===== src/rtl/uart_tx_fifo_if.sv =====
// Byte-enqueue handshake between the execution stage (master) and the
// buffered UART transmitter (slave).
interface uart_tx_fifo_if;
  logic [7:0] wdata;
  logic       wvalid;
  logic       wready;

  modport master (output wdata, output wvalid, input wready);
  modport slave  (input wdata, input wvalid, output wready);
endinterface


===== src/rtl/uart_tx_fifo.sv =====
// Buffered UART transmitter: byte FIFO drained by an 8N1 serializer (LSB first).
// Define UART_TX_PARITY_EN to insert an even-parity bit (8E1 framing).
module uart_tx_fifo #(
  parameter int CLK_PER_BIT = 868,
  parameter int DEPTH_LOG2  = 4
) (
  input  logic                clk,
  input  logic                rstn,
  uart_tx_fifo_if.slave       wr_if,
  output logic                busy_o,
  output logic [DEPTH_LOG2:0] count_o,
  output logic                txd_o
);
  localparam int                  DEPTH     = 2 ** DEPTH_LOG2;
  localparam int                  BAUD_W    = $clog2(CLK_PER_BIT);
  localparam logic [DEPTH_LOG2:0] FULL      = (DEPTH_LOG2 + 1)'(DEPTH);
  localparam logic [BAUD_W-1:0]   BAUD_LAST = BAUD_W'(CLK_PER_BIT - 1);

  typedef enum logic [2:0] {
    IDLE   = 3'd0,
    START  = 3'd1,
    DATA   = 3'd2,
`ifdef UART_TX_PARITY_EN
    PARITY = 3'd4,
`endif
    STOP   = 3'd3
  } state_e;

  state_e                state_q, state_d;
  logic [BAUD_W-1:0]     baud_q, baud_d;
  logic [2:0]            bit_q, bit_d;
  logic [7:0]            shift_q, shift_d;
  logic                  txd_q, txd_d;
  logic                  line_active_q;
  logic [DEPTH_LOG2-1:0] wr_ptr_q, wr_ptr_d;
  logic [DEPTH_LOG2-1:0] rd_ptr_q, rd_ptr_d;
  logic [DEPTH_LOG2:0]   count_q, count_d;
  logic [7:0]            mem_q [DEPTH];
  logic                  push, pop, baud_end;
`ifdef UART_TX_PARITY_EN
  logic                  parity_q, parity_d;
`endif

  assign wr_if.wready = (count_q != FULL);
  assign push         = wr_if.wvalid && wr_if.wready;
  assign baud_end     = (baud_q == BAUD_LAST);

  always_ff @(posedge clk) begin
    if (push) begin
      mem_q[wr_ptr_q] <= wr_if.wdata;
    end
  end

  always_comb begin
    wr_ptr_d = wr_ptr_q;
    rd_ptr_d = rd_ptr_q;
    count_d  = count_q;
    if (push) wr_ptr_d = wr_ptr_q + DEPTH_LOG2'(1);
    if (pop)  rd_ptr_d = rd_ptr_q + DEPTH_LOG2'(1);
    case ({push, pop})
      2'b10:   count_d = count_q + (DEPTH_LOG2 + 1)'(1);
      2'b01:   count_d = count_q - (DEPTH_LOG2 + 1)'(1);
      default: count_d = count_q;
    endcase
  end

  // Serializer next-state; pop only ever happens with count_q != 0.
  always_comb begin
    state_d  = state_q;
    baud_d   = baud_q;
    bit_d    = bit_q;
    shift_d  = shift_q;
    pop      = 1'b0;
`ifdef UART_TX_PARITY_EN
    parity_d = parity_q;
`endif
    case (state_q)
      IDLE: begin
        if (count_q != '0) begin
          pop     = 1'b1;
          state_d = START;
          baud_d  = '0;
        end
      end
      START: begin
        if (baud_end) begin
          state_d = DATA;
          baud_d  = '0;
          bit_d   = '0;
        end else begin
          baud_d = baud_q + BAUD_W'(1);
        end
      end
      DATA: begin
        if (baud_end) begin
          baud_d  = '0;
          shift_d = {1'b0, shift_q[7:1]};
          if (bit_q == 3'd7) begin
`ifdef UART_TX_PARITY_EN
            state_d = PARITY;
`else
            state_d = STOP;
`endif
          end else begin
            bit_d = bit_q + 3'd1;
          end
        end else begin
          baud_d = baud_q + BAUD_W'(1);
        end
      end
`ifdef UART_TX_PARITY_EN
      PARITY: begin
        if (baud_end) begin
          state_d = STOP;
          baud_d  = '0;
        end else begin
          baud_d = baud_q + BAUD_W'(1);
        end
      end
`endif
      STOP: begin
        if (baud_end) begin
          baud_d = '0;
          // Chain straight into the next start bit so queued bytes leave gap-free.
          if (count_q != '0) begin
            pop     = 1'b1;
            state_d = START;
          end else begin
            state_d = IDLE;
          end
        end else begin
          baud_d = baud_q + BAUD_W'(1);
        end
      end
      default: begin
        state_d = IDLE;
        baud_d  = '0;
      end
    endcase
    if (pop) begin
      shift_d  = mem_q[rd_ptr_q];
`ifdef UART_TX_PARITY_EN
      parity_d = ^mem_q[rd_ptr_q];
`endif
    end
  end

  always_comb begin
    txd_d = 1'b1;
    case (state_q)
      START:   txd_d = 1'b0;
      DATA:    txd_d = shift_q[0];
`ifdef UART_TX_PARITY_EN
      PARITY:  txd_d = parity_q;
`endif
      default: txd_d = 1'b1;
    endcase
  end

  always_ff @(posedge clk) begin
    if (!rstn) begin
      state_q       <= IDLE;
      baud_q        <= '0;
      bit_q         <= '0;
      shift_q       <= '0;
      txd_q         <= 1'b1;
      line_active_q <= 1'b0;
      wr_ptr_q      <= '0;
      rd_ptr_q      <= '0;
      count_q       <= '0;
`ifdef UART_TX_PARITY_EN
      parity_q      <= 1'b0;
`endif
    end else begin
      state_q       <= state_d;
      baud_q        <= baud_d;
      bit_q         <= bit_d;
      shift_q       <= shift_d;
      txd_q         <= txd_d;
      line_active_q <= (state_q != IDLE);
      wr_ptr_q      <= wr_ptr_d;
      rd_ptr_q      <= rd_ptr_d;
      count_q       <= count_d;
`ifdef UART_TX_PARITY_EN
      parity_q      <= parity_d;
`endif
    end
  end

  // txd lags the FSM by one cycle; line_active_q holds busy through the last stop bit on the wire.
  assign busy_o  = (state_q != IDLE) || (count_q != '0) || line_active_q;
  assign count_o = count_q;
  assign txd_o   = txd_q;
endmodule

===== src/flat_wrapper.sv =====
// flat-port wrapper written by rule: the top's interface ports become plain ports
module uart_tx_fifo_flat 
#(
  parameter int CLK_PER_BIT = 868,
  parameter int DEPTH_LOG2  = 4
)
  (clk, rstn, busy_o, count_o, txd_o, wr_if_wdata, wr_if_wvalid, wr_if_wready);
  uart_tx_fifo_if wr_if_i ();
  input  logic clk;
  input  logic rstn;
  output logic busy_o;
  output logic [DEPTH_LOG2:0] count_o;
  output logic txd_o;
  input wire logic [$bits(wr_if_i.wdata)-1:0] wr_if_wdata;
  input wire logic [$bits(wr_if_i.wvalid)-1:0] wr_if_wvalid;
  output wire logic [$bits(wr_if_i.wready)-1:0] wr_if_wready;
  assign wr_if_i.wdata = wr_if_wdata;
  assign wr_if_i.wvalid = wr_if_wvalid;
  assign wr_if_wready = wr_if_i.wready;
  uart_tx_fifo #(.CLK_PER_BIT(CLK_PER_BIT), .DEPTH_LOG2(DEPTH_LOG2)) u_core (.clk(clk), .rstn(rstn), .wr_if(wr_if_i), .busy_o(busy_o), .count_o(count_o), .txd_o(txd_o));
endmodule

===== config.mk =====
export PLATFORM = sky130hd
export DESIGN_NAME = uart_tx_fifo_flat
export DESIGN_NICKNAME = d
export VERILOG_FILES = /design/src/rtl/uart_tx_fifo_if.sv /design/src/rtl/uart_tx_fifo.sv /design/src/flat_wrapper.sv
export SDC_FILE = /design/constraint.sdc
export NUM_CORES = 1
export LEC_CHECK = 0
export CORE_MARGIN = 3
export CORE_UTILIZATION = 61
export DETAILED_ROUTE_END_ITERATION = 12
export GPL_ROUTABILITY_DRIVEN = 0
export PLACE_DENSITY = 0.79
export RECOVER_POWER = 25
export SYNTH_ARGS = -nofsm -noshare
export SYNTH_HDL_FRONTEND = slang
export SYNTH_SLANG_ARGS = --single-unit

===== constraint.sdc =====
create_clock -name clk -period 4.5 [get_ports clk]
set_clock_uncertainty 0.05 [all_clocks]
set_input_delay 0.9 -clock clk [delete_from_list [all_inputs] [get_ports clk]]
set_output_delay 0.9 -clock clk [all_outputs]
set_load 0.01 [all_outputs]

==> run summary <==
====================================================================================
Outcome                                                                    completed
Post-CTS setup buffer count                                                        0
Cell class contributing the biggest share of worst-path delay            adder cells
Crit share post-route                                                          0.771
Pin count of the biggest net entering global routing                              33
H-tree lvl count                                                                   4
Sequential element share of the synthesized area                               0.675
Final Hold Vio Count                                                               0
Overflow left after global routing                                                 0
Summed negative setup slack over all endpoints                                  0 ns
Placed Cells incl. Taps                                                          591
Count of vias placed by the detailed router                                     3976
Transition at the pin with the smallest max-transition slack                 1.05 ns
Arrival time of data at the critical path endpoint                           3.77 ns
Drt initial violations                                                           370
Core outline area                                                         0.0110 mm2
Cell Count, Final, Fillers Out                                                   623
Initial core utilization                                                       0.632
Most frequent CP cell                                                           ha_1
Number of distinct library cells after synthesis                                  47
Worst Path Buf+Inv                                                                 1
Number of I/O pins                                                                19
Maximum count of clock buffers along a single path                                 2
Detailed-router iteration count before antenna repair                              5
Clock insertion delay at the later pin of the skew report                    0.42 ns
GR Util All Layers                                                             0.230
Root Buffer Master                                                         clkbuf_16
Final ANT Viol Nets                                                                0
Number of global-route vias before repair                                       3927
Min Tclk post-route                                                          3.47 ns
Number of violations of the max-capacitance limit                                  0
Series of cell instances along the critical path                        ha_1, and4b_1, a41oi_1, or3_1, inv_2, ha_1, xor2_1, ha_1, o21a_1, o21ai_0, nand2b_1, a211oi_1, mux2i_1
Delay of the slowest cell on the worst path                                  0.47 ns
Antenna violations before repair                                                   0
Element type at the critical path end                                           flop
Wire length of the first global-routing pass                                21600 um
Clock transition at the registers of the reported paths                      0.06 ns
Count of input and output buffers                                                 18
Syn Nets                                                                         477
Number of synthesized flops with an enable pin                                   128
TritonCTS clock tree                                                           built
Share of flip-flops with an asynchronous set or reset after synthesis              0
Drt via density                                                                 6.38
Kind of critical path                                                   flop to flop
Final Core Density                                                             0.712
Area of the multi-input gates                                            0.00210 mm2
Total die area                                                            0.0127 mm2
Sink count of the clock tree                                                     170
Horizontal die dimension                                                      113 um
Req. time, crit path                                                         4.80 ns
Filler cell count                                                                698
Min-delay worst type                                                    flop to flop
Power after layout                                                           4.15 mW
Combined flip-flop and latch cell area                                   0.00469 mm2
Worst-path fanout max                                                             19
CTS Hold Buffers Added                                                             0
# DRC                                                                              0
CTS resizes                                                                        0
Layout net count                                                                 497
Fin. max-slew vios                                                                 0
Placed wire-length estimate after detailed placement                         8430 um
Synth warnings                                                                     0
Sort of element at the start of the critical path                               flop
Mapped Cells                                                                     450
Total clock buffers created by CTS                                                17
Cell leakage power                                                           2.60 nW
Number of storage elements in the synthesis netlist                              170
Fraction of layout instances using a drive strength above 1                    0.164
Area Growth Syn to Fin                                                         12.8%
Pwr Density                                                               531 mW/mm2
Area of the mapped netlist                                               0.00694 mm2
Unrepaired setup endpoints after global routing                                false
Most instantiated flip-flop cell in the synthesis netlist                   edfxtp_1
Wirelength, routed                                                          13600 um
Slowest library cell on the worst path                                         or3_1
Ant. Diodes                                                                        0
IR drop worst, VDD                                                            449 uV
Max frequency                                                                288 MHz
Die Height                                                                    113 um
Mean post-synth cell area                                                   15.4 um2
Slew Limit Headroom                                                            0.299
Wirelength per Cell                                                          21.8 um
Row count                                                                         38
Count of final setup violators                                                     0
====================================================================================
-- cell type report --
type / instances / share of cell area
sequential: 170 / 0.599
multi-input combinational: 244 / 0.269
clock buffer: 17 / 0.0544
timing repair buffer: 26 / 0.0307
tap: 140 / 0.0224
clock inverter: 15 / 0.0192
inverter: 11 / 0.00528
-- stage by stage --
step / area [um2] / hold slack, ns / setup slack, ns
floorplan: 6940 / 0.389 / 1.23
global placement: 7250 / 0.424 / 1.11
detailed placement: 7250 / 0.416 / 1.02
CTS: 7820 / 0.432 / 1.01
global route: 7820 / 0.483 / 0.747
finish: 7820 / 0.431 / 1.03
-- per-layer routing --
layer,track usage,wire length [um],vias up
met5,0,0,-
met4,0.0825,236,0
met3,0.0755,1050,17
met2,0.367,6860,167
met1,0.298,5420,1996
li1,-,-,1796
-- worst paths after layout --
check                                                   start                        endpoint  slack [ns]  depth (start not counted)
worst min register to register  u_core.baud_q[6]$_SDFFE_PN0N_   u_core.baud_q[6]$_SDFFE_PN0N_        0.43                          1
worst max register to register  u_core.baud_q[0]$_SDFFE_PN0N_  u_core.count_o[4]$_SDFFE_PN0P_        1.03                         13
worst min-delay path            u_core.baud_q[6]$_SDFFE_PN0N_   u_core.baud_q[6]$_SDFFE_PN0N_        0.43                          1
worst max-delay path            u_core.baud_q[0]$_SDFFE_PN0N_  u_core.count_o[4]$_SDFFE_PN0P_        1.03                         13
-- power by group --
part	switching, mW	internal (mW)
sequential	0.0989	1.79
clock	0.590	0.816
combinational	0.466	0.394
total	1.15	3.00
-- cell usage in the layout (no fill, tap or decap), types with 2 or more instances in the layout --
| cell | Yosys | final |
|---|---|---|
| nor2b_1 | 2 | 2 |
| dlygate4sd3_1 | 0 | 6 |
| o31ai_1 | 2 | 2 |
| nand2b_1 | 5 | 5 |
| a311oi_1 | 5 | 5 |
| dfxtp_1 | 42 | 41 |
| mux4_2 | 32 | 32 |
| clkinv_1 | 1 | 4 |
| nor2_1 | 37 | 37 |
| nor3_1 | 5 | 5 |
| o211a_1 | 2 | 2 |
| clkdlybuf4s50_1 | 0 | 12 |
| mux2i_1 | 5 | 5 |
| a21oi_1 | 13 | 13 |
| buf_4 | 1 | 8 |
| inv_1 | 9 | 9 |
| clkinv_4 | 0 | 2 |
| nand3_1 | 7 | 7 |
| a22oi_1 | 19 | 19 |
| a31oi_1 | 10 | 10 |
| mux2_2 | 7 | 7 |
| ha_1 | 16 | 16 |
| a41oi_1 | 2 | 2 |
| and2_1 | 2 | 2 |
| o21ai_0 | 17 | 17 |
| bufinv_16 | 0 | 2 |
| xnor2_1 | 2 | 2 |
| nand4_1 | 3 | 3 |
| clkinvlp_4 | 0 | 4 |
| and3_1 | 3 | 3 |
| inv_6 | 0 | 3 |
| clkbuf_16 | 0 | 17 |
| edfxtp_1 | 128 | 128 |
| or3_1 | 5 | 5 |
| nand2_1 | 22 | 22 |
| xor2_1 | 7 | 7 |
-- sequential cells by signal, indices dropped and copies added (netlist names), named ones only --
register and cells:
u_core.count_o 5, u_core.rd_ptr_q 4, u_core.state_q 2, u_core.mem_q 128, u_core.baud_q 10, u_core.bit_q 3
u_core.line_active_q 1, u_core.shift_q 8, u_core.txd_o 1, u_core.wr_ptr_q 4
-- logic make-up after synthesis --
kind of cell,after synthesis,synth area share
XOR/XNOR,9,0.0114
adder cells (fa/ha/maj),16,0.0289
AO/OA/AOI/OAI,78,0.0750
flip-flops,170,0.675
buffers and inverters,36,0.0215
multiplexers,44,0.122
AND/OR/NAND/NOR,97,0.0656
-- cells in the mapped netlist, types with 3 or more instances --
cell type,instances,area (um2)
or3_1,5,31.3
nand2b_1,5,31.3
buf_1,3,11.3
dfxtp_1,42,841
nand3_1,7,35.0
xor2_1,7,61.3
buf_2,8,40.0
nor2_1,37,139
a31oi_1,10,62.6
nand4_1,3,18.8
inv_1,9,33.8
ha_1,16,200
mux2i_1,5,50.1
edfxtp_1,128,3840
nor3_1,5,25.0
clkbuf_1,13,48.8
mux4_2,32,721
o21ai_0,17,85.1
mux2_2,7,78.8
a311oi_1,5,43.8
nand2_1,22,82.6
a21oi_1,13,65.1
a22oi_1,19,143
and3_1,3,18.8
-- worst reg2reg max path, stage by stage (launching register included) --
cell      delay, ns
dfxtp_1        0.36
ha_1           0.23
and4b_1        0.27
a41oi_1        0.12
or3_1          0.47
inv_2          0.28
ha_1           0.40
xor2_1         0.12
ha_1           0.22
o21a_1         0.17
o21ai_0        0.15
nand2b_1       0.07
a211oi_1       0.29
mux2i_1        0.20
Power figures use the tool's default switching activity.
